File: config.mk
export PLATFORM = sky130hd
export DESIGN_NAME = adc_pattern_gen_flat
export DESIGN_NICKNAME = d
export VERILOG_FILES = /design/src/rtl/adc_pattern_gen_if.sv /design/src/rtl/adc_pattern_gen.sv /design/src/flat_wrapper.sv
export SDC_FILE = /design/constraint.sdc
export NUM_CORES = 1
export LEC_CHECK = 0
export CORE_ASPECT_RATIO = 1.5
export CORE_MARGIN = 3
export CORE_UTILIZATION = 30
export CTS_CLUSTER_DIAMETER = 30
export DETAILED_ROUTE_END_ITERATION = 12
export SKIP_LAST_GASP = 1
export SLEW_MARGIN = 20
export SYNTH_ARGS = -nofsm -noshare
export SYNTH_HDL_FRONTEND = slang
export SYNTH_SLANG_ARGS = --single-unit
File: constraint.sdc
create_clock -name adc_clk_i -period 6.7 [get_ports adc_clk_i]
set_input_delay 1.34 -clock adc_clk_i [delete_from_list [all_inputs] [get_ports adc_clk_i]]
set_output_delay 1.34 -clock adc_clk_i [all_outputs]
set_load 0.02 [all_outputs]
File: src/rtl/adc_pattern_gen_if.sv
// adc_pattern_gen_if
//
// Bundles the configuration, control and sample signals of adc_pattern_gen.
// The generator connects through the slave modport. The driver side (a bench,
// an ADC model or a self-test controller) connects through the master modport.
//
// Parameters: NUM_CH channels, DW bits per sample, PER_W trigger-period bits.
//
// Signals (direction seen from the generator):
//   en_i       in   advance enable
//   load_i     in   load init_i into every channel
//   mode_i     in   0 sawtooth, 1 triangle, 2 constant, 3 LFSR
//   lo_i/hi_i  in   signed limits
//   step_i     in   unsigned increment
//   init_i     in   per-channel start value / LFSR seed, channel 0 in the LSBs
//   trig_per_i in   trigger period minus one, 0 disables the trigger
//   dat_o      out  registered channel samples, channel 0 in the LSBs
//   vld_o      out  sample-update strobe
//   trig_o     out  one-cycle periodic trigger
interface adc_pattern_gen_if #(
  parameter int NUM_CH = 4,
  parameter int DW     = 14,
  parameter int PER_W  = 16
);
  logic                   en_i;
  logic                   load_i;
  logic [1:0]             mode_i;
  logic [DW-1:0]          lo_i;
  logic [DW-1:0]          hi_i;
  logic [DW-1:0]          step_i;
  logic [NUM_CH*DW-1:0]   init_i;
  logic [PER_W-1:0]       trig_per_i;
  logic [NUM_CH*DW-1:0]   dat_o;
  logic                   vld_o;
  logic                   trig_o;

  modport master (
    output en_i, load_i, mode_i, lo_i, hi_i, step_i, init_i, trig_per_i,
    input  dat_o, vld_o, trig_o
  );

  modport slave (
    input  en_i, load_i, mode_i, lo_i, hi_i, step_i, init_i, trig_per_i,
    output dat_o, vld_o, trig_o
  );
endinterface

File: src/rtl/adc_pattern_gen.sv
// adc_pattern_gen
//
// Multichannel ADC test-pattern and trigger generator. Every channel produces
// a sawtooth, triangle, constant or 16-bit LFSR sequence between the signed
// limits lo/hi. A programmable counter produces a periodic one-cycle trigger.
//
// Ports:
//   adc_clk_i  generator clock
//   adc_rst_i  asynchronous active-high reset
//   bus        adc_pattern_gen_if.slave (controls in, dat_o/vld_o/trig_o out)
//
// Build option:
//   PATGEN_TRIG_RELOAD_EN  when defined, every trigger pulse also reloads all
//                          channels from init_i. This phase-locks the patterns
//                          to the trigger.
module adc_pattern_gen #(
  parameter int NUM_CH = 4,
  parameter int DW     = 14,
  parameter int PER_W  = 16
) (
  input  logic              adc_clk_i,
  input  logic              adc_rst_i,
  adc_pattern_gen_if.slave  bus
);

  // Two guard bits let dat+step and dat-step be compared with the limits
  // without wrapping at full scale.
  localparam int EW = DW + 2;

  typedef enum logic {DIR_UP = 1'b0, DIR_DOWN = 1'b1} dir_e;
  typedef enum logic [1:0] {
    MODE_SAW   = 2'd0,
    MODE_TRI   = 2'd1,
    MODE_CONST = 2'd2,
    MODE_LFSR  = 2'd3
  } mode_e;

  typedef struct packed {
    logic [DW-1:0] dat;
    dir_e          dir;
    logic [15:0]   lfsr;
  } chState_t;

  localparam chState_t CH_RESET = '{dat: '0, dir: DIR_UP, lfsr: 16'h0001};

  chState_t             chan_q [NUM_CH];
  chState_t             chan_d [NUM_CH];
  logic [PER_W-1:0]     trigCnt_q, trigCnt_d;
  logic                 trig_q, trig_d;
  logic                 vld_q, vld_d;
  logic                 chLoad;
  logic [NUM_CH*DW-1:0] datFlat;

  // Next state of one channel. Load wins over stepping. Otherwise the mode
  // selects how the channel advances.
  function automatic chState_t nextState(
    input chState_t      cur,
    input logic          doLoad,
    input logic          doStep,
    input logic [1:0]    modeSel,
    input logic [DW-1:0] initV,
    input logic [DW-1:0] lo,
    input logic [DW-1:0] hi,
    input logic [DW-1:0] step
  );
    chState_t             nxt;
    logic signed [EW-1:0] d, l, h, s, sum, diff;
    logic [15:0]          seed, lfsrNext;
    nxt      = cur;
    d        = EW'($signed(cur.dat));
    l        = EW'($signed(lo));
    h        = EW'($signed(hi));
    s        = EW'(step);
    sum      = d + s;
    diff     = d - s;
    seed     = 16'(initV);
    // Fibonacci taps 16,14,13,11 (1-based) feed back into bit 0.
    lfsrNext = {cur.lfsr[14:0],
                cur.lfsr[15] ^ cur.lfsr[13] ^ cur.lfsr[12] ^ cur.lfsr[10]};
    if (doLoad) begin
      nxt.dat  = initV;
      nxt.dir  = DIR_UP;
      // An all-zero LFSR would lock up, so a zero seed becomes 1.
      nxt.lfsr = (seed == 16'h0000) ? 16'h0001 : seed;
    end else if (doStep) begin
      case (mode_e'(modeSel))
        MODE_SAW, MODE_TRI: begin
          if (l > h) begin
            nxt.dat = lo;
            nxt.dir = DIR_UP;
          end else if (d < l || d > h) begin
            // The value can be left outside the window after a limit or mode
            // change. Restart the pattern from the bottom.
            nxt.dat = lo;
            nxt.dir = DIR_UP;
          end else if (s == '0) begin
            nxt.dat = cur.dat;
          end else if (mode_e'(modeSel) == MODE_SAW) begin
            if (d >= h)        nxt.dat = lo;
            else if (sum > h)  nxt.dat = hi;
            else               nxt.dat = DW'(sum);
          end else if (cur.dir == DIR_UP) begin
            if (sum >= h) begin
              nxt.dat = hi;
              nxt.dir = DIR_DOWN;
            end else begin
              nxt.dat = DW'(sum);
            end
          end else begin
            if (diff <= l) begin
              nxt.dat = lo;
              nxt.dir = DIR_UP;
            end else begin
              nxt.dat = DW'(diff);
            end
          end
        end
        MODE_LFSR: begin
          nxt.lfsr = lfsrNext;
          // The casting sign-extends bit 15 when DW is wider than 16.
          nxt.dat  = DW'($signed(lfsrNext));
        end
        default: nxt.dat = cur.dat;
      endcase
    end
    return nxt;
  endfunction

  // Trigger counter: load clears it. It advances only while enabled with a
  // non-zero period. A period lowered below the count restarts it silently.
  always_comb begin
    trigCnt_d = trigCnt_q;
    trig_d    = 1'b0;
    if (bus.load_i) begin
      trigCnt_d = '0;
    end else if (bus.en_i && bus.trig_per_i != '0) begin
      if (trigCnt_q == bus.trig_per_i) begin
        trigCnt_d = '0;
        trig_d    = 1'b1;
      end else if (trigCnt_q > bus.trig_per_i) begin
        trigCnt_d = '0;
      end else begin
        trigCnt_d = trigCnt_q + 1'b1;
      end
    end
  end

`ifdef PATGEN_TRIG_RELOAD_EN
  assign chLoad = bus.load_i | trig_d;
`else
  assign chLoad = bus.load_i;
`endif

  assign vld_d = bus.en_i | bus.load_i;

  // Channel next-state for every channel.
  always_comb begin
    for (int i = 0; i < NUM_CH; i++) begin
      chan_d[i] = nextState(chan_q[i], chLoad, bus.en_i, bus.mode_i,
                            bus.init_i[i*DW +: DW], bus.lo_i, bus.hi_i,
                            bus.step_i);
    end
  end

  // State registers.
  always_ff @(posedge adc_clk_i or posedge adc_rst_i) begin
    if (adc_rst_i) begin
      for (int i = 0; i < NUM_CH; i++) chan_q[i] <= CH_RESET;
      trigCnt_q <= '0;
      trig_q    <= 1'b0;
      vld_q     <= 1'b0;
    end else begin
      for (int i = 0; i < NUM_CH; i++) chan_q[i] <= chan_d[i];
      trigCnt_q <= trigCnt_d;
      trig_q    <= trig_d;
      vld_q     <= vld_d;
    end
  end

  // Pack the channel samples, with channel 0 in the LSBs.
  always_comb begin
    datFlat = '0;
    for (int i = 0; i < NUM_CH; i++) datFlat[i*DW +: DW] = chan_q[i].dat;
  end

  assign bus.dat_o  = datFlat;
  assign bus.vld_o  = vld_q;
  assign bus.trig_o = trig_q;

endmodule
File: src/flat_wrapper.sv
// flat-port wrapper written by rule: the top's interface ports become plain ports
module adc_pattern_gen_flat 
#(
  parameter int NUM_CH = 4,
  parameter int DW     = 14,
  parameter int PER_W  = 16
)
  (adc_clk_i, adc_rst_i, bus_en_i, bus_load_i, bus_mode_i, bus_lo_i, bus_hi_i, bus_step_i, bus_init_i, bus_trig_per_i, bus_dat_o, bus_vld_o, bus_trig_o);
  adc_pattern_gen_if #(.NUM_CH(NUM_CH), .DW(DW), .PER_W(PER_W)) bus_i ();
  input  logic adc_clk_i;
  input  logic adc_rst_i;
  input wire logic [$bits(bus_i.en_i)-1:0] bus_en_i;
  input wire logic [$bits(bus_i.load_i)-1:0] bus_load_i;
  input wire logic [$bits(bus_i.mode_i)-1:0] bus_mode_i;
  input wire logic [$bits(bus_i.lo_i)-1:0] bus_lo_i;
  input wire logic [$bits(bus_i.hi_i)-1:0] bus_hi_i;
  input wire logic [$bits(bus_i.step_i)-1:0] bus_step_i;
  input wire logic [$bits(bus_i.init_i)-1:0] bus_init_i;
  input wire logic [$bits(bus_i.trig_per_i)-1:0] bus_trig_per_i;
  output wire logic [$bits(bus_i.dat_o)-1:0] bus_dat_o;
  output wire logic [$bits(bus_i.vld_o)-1:0] bus_vld_o;
  output wire logic [$bits(bus_i.trig_o)-1:0] bus_trig_o;
  assign bus_i.en_i = bus_en_i;
  assign bus_i.load_i = bus_load_i;
  assign bus_i.mode_i = bus_mode_i;
  assign bus_i.lo_i = bus_lo_i;
  assign bus_i.hi_i = bus_hi_i;
  assign bus_i.step_i = bus_step_i;
  assign bus_i.init_i = bus_init_i;
  assign bus_i.trig_per_i = bus_trig_per_i;
  assign bus_dat_o = bus_i.dat_o;
  assign bus_vld_o = bus_i.vld_o;
  assign bus_trig_o = bus_i.trig_o;
  adc_pattern_gen #(.NUM_CH(NUM_CH), .DW(DW), .PER_W(PER_W)) u_core (.adc_clk_i(adc_clk_i), .adc_rst_i(adc_rst_i), .bus(bus_i));
endmodule
# After elaboration in Yosys (flattened, before gate mapping)
# Index checks and enable logic that the tools add are counted.
[word_totals] register_bits=142 inputBits=120
[op_classes] bitwise=13 reduce_logical=27 n_eq_ne=15 n_mux=83 order_cmp=26 n_addsub=9
[op_table] cell="two-way mux 14 bit" n=28
[op_table] cell="two-way mux 31 bit" n=8
[op_table] cell="two-way mux 15 bit" n=12
[op_table] cell="two-way mux 16 bit" n=8
[op_table] cell="one-hot mux 14 bit (2 select lines)" n=4
[op_table] cell="> comparator 14 bit" n=5
[op_table] cell="logical NOT 14 bit" n=5
[op_table] cell="adder 14 x 15 -> 16 bit" n=4
[op_table] cell=">= comparator 16 x 14 -> 1 bit" n=4
[op_table] cell="> comparator 16 x 14 -> 1 bit" n=4
[op_table] cell="<= comparator 16 x 14 -> 1 bit" n=4
[op_table] cell="subtractor 14 x 15 -> 16 bit" n=4
[op_table] cell=">= comparator 14 bit" n=4
[op_table] cell="less-than comparator 14 bit" n=4
[op_table] cell="!= test 4 x 2 -> 1 bit (second input constant)" n=8
[op_table] cell="two-way mux 1 bit" n=23
[op_table] cell="!= test 5 x 3 -> 1 bit (second input constant)" n=4
[op_table] cell="adder 16 x 1 -> 16 bit (second input constant)" n=1
[op_table] cell="== test 16 bit" n=1
[op_table] cell="> comparator 16 bit" n=1
[op_table] cell="AND reduction 4 bit" n=4
[op_table] cell="nonzero test 16 bit" n=1
[op_table] cell="AND reduction 3 bit" n=4
[op_table] cell="bitwise XOR 1 bit" n=12
[op_table] cell="other kinds (10)" n=16

# Longest topological paths before layout
[logic_depth] depth_word=11 mapped_depth=25 depth_no_buf=24

# Least setup slack after synthesis
# OpenSTA, ideal clock, no wires.
[synth_timing] path_kind="input to register" startpoint="in bus_step_i[1]" endpoint="reg, netlist name u_core.bus.dat_o[18]" required_ns=6.576 arrival_time_ns=5.905 stages=20 setup_slack_ns=0.671 cell_sequence="inv_1 > ha_1 > nor2b_1 > o21a_1 > o21ai_0 > a211oi_1 > o41ai_1 > mux2_2 > nor2_1 > ha_1 > nand4_1 > nor3_1 > nand4_1 > o21ai_0 > mux2_2 > nand2_1 > mux2_2 > a211o_1 > and3_1 > a211o_1"
[synth_via] elab_chain_cells=11 elab_cells_between_ends=20
[synth_rtl] item="from (decl)" line="flat_wrapper.sv:17" text="input wire logic [$bits(bus_i.step_i)-1:0] bus_step_i;"
[synth_rtl] item="adder 14 x 15 -> 16 bit or subtractor 14 x 15 -> 16 bit (tied branches)" line="adc_pattern_gen.sv:74, adc_pattern_gen.sv:75"
[synth_rtl] item=">= comparator 16 x 14 -> 1 bit (tied with other cells)" line="adc_pattern_gen.sv:103" text="if (sum >= h) begin"
[synth_rtl] item="two-way mux 14 bit, on equally long branches" line="adc_pattern_gen.sv:103, adc_pattern_gen.sv:100, adc_pattern_gen.sv:110"
[synth_rtl] item="two-way mux 15 bit or two-way mux 14 bit (tied branches)" line="adc_pattern_gen.sv:102, adc_pattern_gen.sv:99"
[synth_rtl] item="two-way mux 14 bit" line="adc_pattern_gen.sv:98" text="end else if (mode_e'(modeSel) == MODE_SAW) begin"
[synth_rtl] item="two-way mux 14 bit" line="adc_pattern_gen.sv:96" text="end else if (s == '0) begin"
[synth_rtl] item="two-way mux 15 bit" line="adc_pattern_gen.sv:91" text="end else if (d < l || d > h) begin"
[synth_rtl] item="two-way mux 15 bit" line="adc_pattern_gen.sv:88" text="if (l > h) begin"
[synth_rtl] item="one-hot mux 14 bit (2 select lines)" line="adc_pattern_gen.sv:86" text="case (mode_e'(modeSel))"
[synth_rtl] item="two-way mux 31 bit" line="adc_pattern_gen.sv:85" text="end else if (doStep) begin"
[synth_rtl] item="two-way mux 31 bit" line="adc_pattern_gen.sv:80" text="if (doLoad) begin"
# Several ways; a longest one is shown, not always the timed one. The select of a mux whose other input is x is not followed.
# A chain may end at the register's enable or synchronous reset.

# Worst setup path in the final report
[layout_timing] startpoint="in bus_step_i[1]" endpoint="reg, netlist name u_core.bus.dat_o[42]"
[layout_via] elab_chain_cells=11 elab_cells_between_ends=20
[layout_rtl] item="adder 14 x 15 -> 16 bit or subtractor 14 x 15 -> 16 bit (tied branches)" line="adc_pattern_gen.sv:74, adc_pattern_gen.sv:75"
[layout_rtl] item=">= comparator 16 x 14 -> 1 bit (tied with other cells)" line="adc_pattern_gen.sv:103"
[layout_rtl] item="two-way mux 14 bit, on equally long branches" line="adc_pattern_gen.sv:103, adc_pattern_gen.sv:100, adc_pattern_gen.sv:110"
[layout_rtl] item="two-way mux 15 bit or two-way mux 14 bit (tied branches)" line="adc_pattern_gen.sv:102, adc_pattern_gen.sv:99"
[layout_rtl] item="two-way mux 14 bit" line="adc_pattern_gen.sv:98"
[layout_rtl] item="two-way mux 14 bit" line="adc_pattern_gen.sv:96"
[layout_rtl] item="two-way mux 15 bit" line="adc_pattern_gen.sv:91"
[layout_rtl] item="two-way mux 15 bit" line="adc_pattern_gen.sv:88"
[layout_rtl] item="one-hot mux 14 bit (2 select lines)" line="adc_pattern_gen.sv:86"
[layout_rtl] item="two-way mux 31 bit" line="adc_pattern_gen.sv:85"
[layout_rtl] item="two-way mux 31 bit" line="adc_pattern_gen.sv:80"
# Several ways; a longest one is shown, not always the timed one. The select of a mux whose other input is x is not followed.

==> flow_summary_export.csv <==
group,metric,value,unit
yosys,yosysUniqueCellTypes,94,
cells_and_area,nFillCells,7889,
cells_and_area,multiInputGateArea,17500,um^2
yosys,netlist_top_cells_count,"ha_1, nand2_1, a21oi_1, nor2_1, o21ai_0",
job,maxCapViolCount,0,
clock_tree,root_buffer,"clkbuf_16",
yosys,synthCells,2890,
power,cellLeakagePower,12.7,nW
die,core,74200,um^2
timing,setup_tns,0,ns
clock_tree,postCtsHoldBufs,0,
route,ant_nets,0,
worst_hold_path,worst_hold_path.num_cells,2,
yosys,synth_seq_cells,142,
route,num_vias,25343,
critical_path,crit_path_top_delay_cell,"clkdlybuf4s50_1",
yosys,synth_seq_area_share,15.7,%
yosys,synth_area_leaders,"ha_1, dfrtp_1, a21oi_1, mux2i_1, o21ai_0",
yosys,synth_compound_area_share,26.7,%
critical_path,cp_common_cell,"o21ai_0",
grt,grt_pass1_vias,24683,
route,drt-total-wl,118,mm
clock_tree,cts_tree,"done",
timing,timing.fmax,0.157,GHz
route,vias_per_cell,6.02,
critical_path,cp.arrival,6.79,ns
yosys,synth-simple-area-share,18.1,%
yosys,synth_edf_count,0,
die,rows,122,
timing,drv_slew,0,
cells_and_area,nets,3710,
die,pin_count,178,
route,wl_per_cell,28.1,um
critical_path,worst-path-buf-inv,5,
timing,setup_viol,0,
clock_tree,cts_sinks,142,
route,first_iter_violations,2483,
timing,period_needed,6.39,ns
critical_path,endpoint_kind,"flop",
cells_and_area,fin_util,37.3,%
placement,port_buffers,177,
power,powerDensity,258,nW/um^2
grt,grt_pass1_wl,168,mm
critical_path,cp_max_fo,8,
clock_tree,clock_latency,0.49,ns
timing,hold_viol_final,0,
placement,hpwl,93.9,mm
yosys,synth_top_area_share,21.2,%
critical_path,ff2ff_path_depth,23,
grt,grt-ovfl-total,0,
cells_and_area,fin_cells,4213,
grt,grt_util_all_layers,29.3,%
yosys,synth.avg_cell_area,7.83,um^2
status,outcome,"finished clean",
critical_path,cp_slowest_stage_delay,0.52,ns
yosys,ys.flop_type,"dfrtp_1",
grt,grt_max_degree,75,
yosys,async_flop_share,100,%
timing,relSlewSlack,15.3,%
yosys,yosys.area_share.adder,21.9,%
clock_tree,cts_buffer_depth,2,
yosys,synth.largest_area_cell,"ha_1",
critical_path,required,7.11,ns
timing,final.setup_skew,0.0131,ns
placement,gp_congestion,1.09,
timing,fin_hold_ws,0.471,ns
cells_and_area,syn_to_final_growth,22.3,%
critical_path,crit_type,"in2reg",
die,dieWidth,230,um
yosys,syn_nets,3401,
power,ir_worst_vdd,0.184,mV
cells_and_area,layout-drive-gt1-share,12.6,%
die,floorplan.initialDensity,30.5,%
cells_and_area,seq_area,3560,um^2
yosys,synth_top_family_by_area,"compound AO/OA/AOI/OAI gates",
route,first_pass_iters,8,
clock_tree,cts_buffers,17,
timing,tightest_slew,1.26,ns
yosys,synth_xor_area_share,4.57,%
grt,antenna_found_initial,9,
timing,rsz0062_at_grt,"no",
critical_path,critPathLaunchType,"input port",
route,drc,0,
die,dieArea,78800,um^2
yosys,yosysMostFrequentCell,"ha_1",
clock_tree,path_clk_slew,0.07,ns
critical_path,critical-path-top-delay-family,"compound AO/OA/AOI/OAI gates",
worst_hold_path,hold_path_class,"reg2reg",
clock_tree,htree_num_levels,4,
critical_path,crit_cells,25,
yosys,synth.area.mux_share,6.02,%
placement,dpl.cell_count,4170,
timing,fin_crit_sh,95.3,%
die,chipHeight,342,um
yosys,yosys_warnings,0,
yosys,synth_area,22600,um^2
==> routing by layer <==
| metal | global-route usage, % | wire (um) | vias up |
|---|---|---|---|
| met1 | 31.7 | 42200 | 12087 |
| met4 | 28.2 | 13900 | 2 |
| met5 | 0 | 18 | - |
| li1 | - | - | 11293 |
| met2 | 46.4 | 51700 | 1442 |
| met3 | 7.44 | 10700 | 519 |
==> layout by cell type (no fill, tap or decap), types with 30 or more instances in the layout <==
master / synthesis / final
ha_1: 383 / 383
buf_4: 56 / 292
nand2_1: 244 / 243
a21oi_1: 223 / 221
nor2_1: 198 / 197
o21ai_0: 185 / 181
clkdlybuf4s50_1: 0 / 176
inv_1: 169 / 165
dfrtp_1: 138 / 138
mux2i_1: 102 / 101
xnor2_1: 80 / 80
nand3_1: 72 / 72
a21o_1: 64 / 64
nor3_1: 59 / 59
o211ai_1: 58 / 58
a211oi_1: 45 / 45
nor2b_1: 44 / 44
nand4_1: 43 / 43
nand2b_1: 40 / 40
xor2_1: 38 / 38
nor4_1: 34 / 34
a31oi_1: 32 / 32
o21a_1: 30 / 30
==> power breakdown <==
group / total (mW) / internal, mW / switching (mW)
registers: 1.22 / 0.966 / 0.250
logic: 4.94 / 2.12 / 2.83
clock network: 0.978 / 0.532 / 0.446
==> cells by family (layout without fill, tap and decap cells) <==
| group | after synthesis | count (layout) |
|---|---|---|
| adder cells (fa/ha/maj) | 391 | 391 |
| AND/OR/NAND/NOR | 840 | 840 |
| other | 0 | 9 |
| flip-flops | 142 | 142 |
| XOR/XNOR | 118 | 118 |
| AO/OA/AOI/OAI | 905 | 905 |
| multiplexers | 132 | 132 |
| buffers and inverters | 362 | 684 |
==> repair_timing <==
item                                   in CTS  in global routing
setup buffers                               0                  2
endpoints found under the hold margin       0                  0
setup endpoints to repair                   0                 30
gates resized for setup                     0                  7
==> state kept, by name (all words and copies together) (netlist names) <==
name	flops
u_core.bus.dat_o	56
u_core.trigCnt_q	16
u_core.bus.trig_o	1
u_core.chan_q	68
u_core.bus.vld_o	1
==> per-stage QoR <==
stage / instance area [um^2] / power (mW) / setup WS (ns)
6_report: 27700 / 7.13 / 0.313
5_1_grt: 27600 / 7.57 / 0.00509
4_1_cts: 27600 / 7.02 / 0.296
3_5_place_dp: 27000 / 6.02 / -0.213
3_3_place_gp: 27000 / 5.99 / -0.144
2_1_floorplan: 22600 / 4.16 / 0.671
==> path summary, 6_finish.rpt <==
| check | start | slack [ns] | end |
|---|---|---|---|
| min reg2reg | u_core.chan_q[14] | 0.47 | u_core.chan_q[14] |
| max reg2reg | u_core.bus.dat_o[0] | 1.16 | u_core.bus.dat_o[8] |
| max in group asynchronous | adc_rst_i | 4.19 | u_core.bus.dat_o[53] |
| min | u_core.chan_q[14] | 0.47 | u_core.chan_q[14] |
| max | bus_step_i[1] | 0.31 | u_core.bus.dat_o[42] |
| min in group asynchronous | adc_rst_i | 1.21 | u_core.bus.dat_o[19] |
==> layout make-up <==
class | instances | share of cell area (%)
Clock buffer | 21 | 1.66
Sequential cell | 142 | 12.9
Tap cell | 992 | 4.49
Clock inverter | 11 | 0.389
Multi-Input combinational cell | 2386 | 63.3
Timing Repair Buffer | 475 | 14.8
Antenna cell | 9 | 0.0814
Inverter | 177 | 2.43
==> worst reg2reg max path, stage by stage (launching register included) <==
cell and delay [ns]:
dfrtp_1 0.60, inv_1 0.15, ha_1 0.26, fa_1 0.42
nor2b_1 0.13, o21ai_0 0.10, a21oi_1 0.23, o31a_1 0.22
o22ai_1 0.17, o21ai_0 0.27, a21oi_1 0.10, nor2_1 0.10
nor2_1 0.06, xnor2_1 0.12, ha_1 0.30, nand3_1 0.14
nor2_1 0.07, a211o_1 0.29, a211oi_1 0.30, mux2i_2 0.39
buf_4 0.24, mux2_2 0.34, a211oi_1 0.30, o21ai_0 0.13
Note: power is estimated with default switching activity, not from simulation.
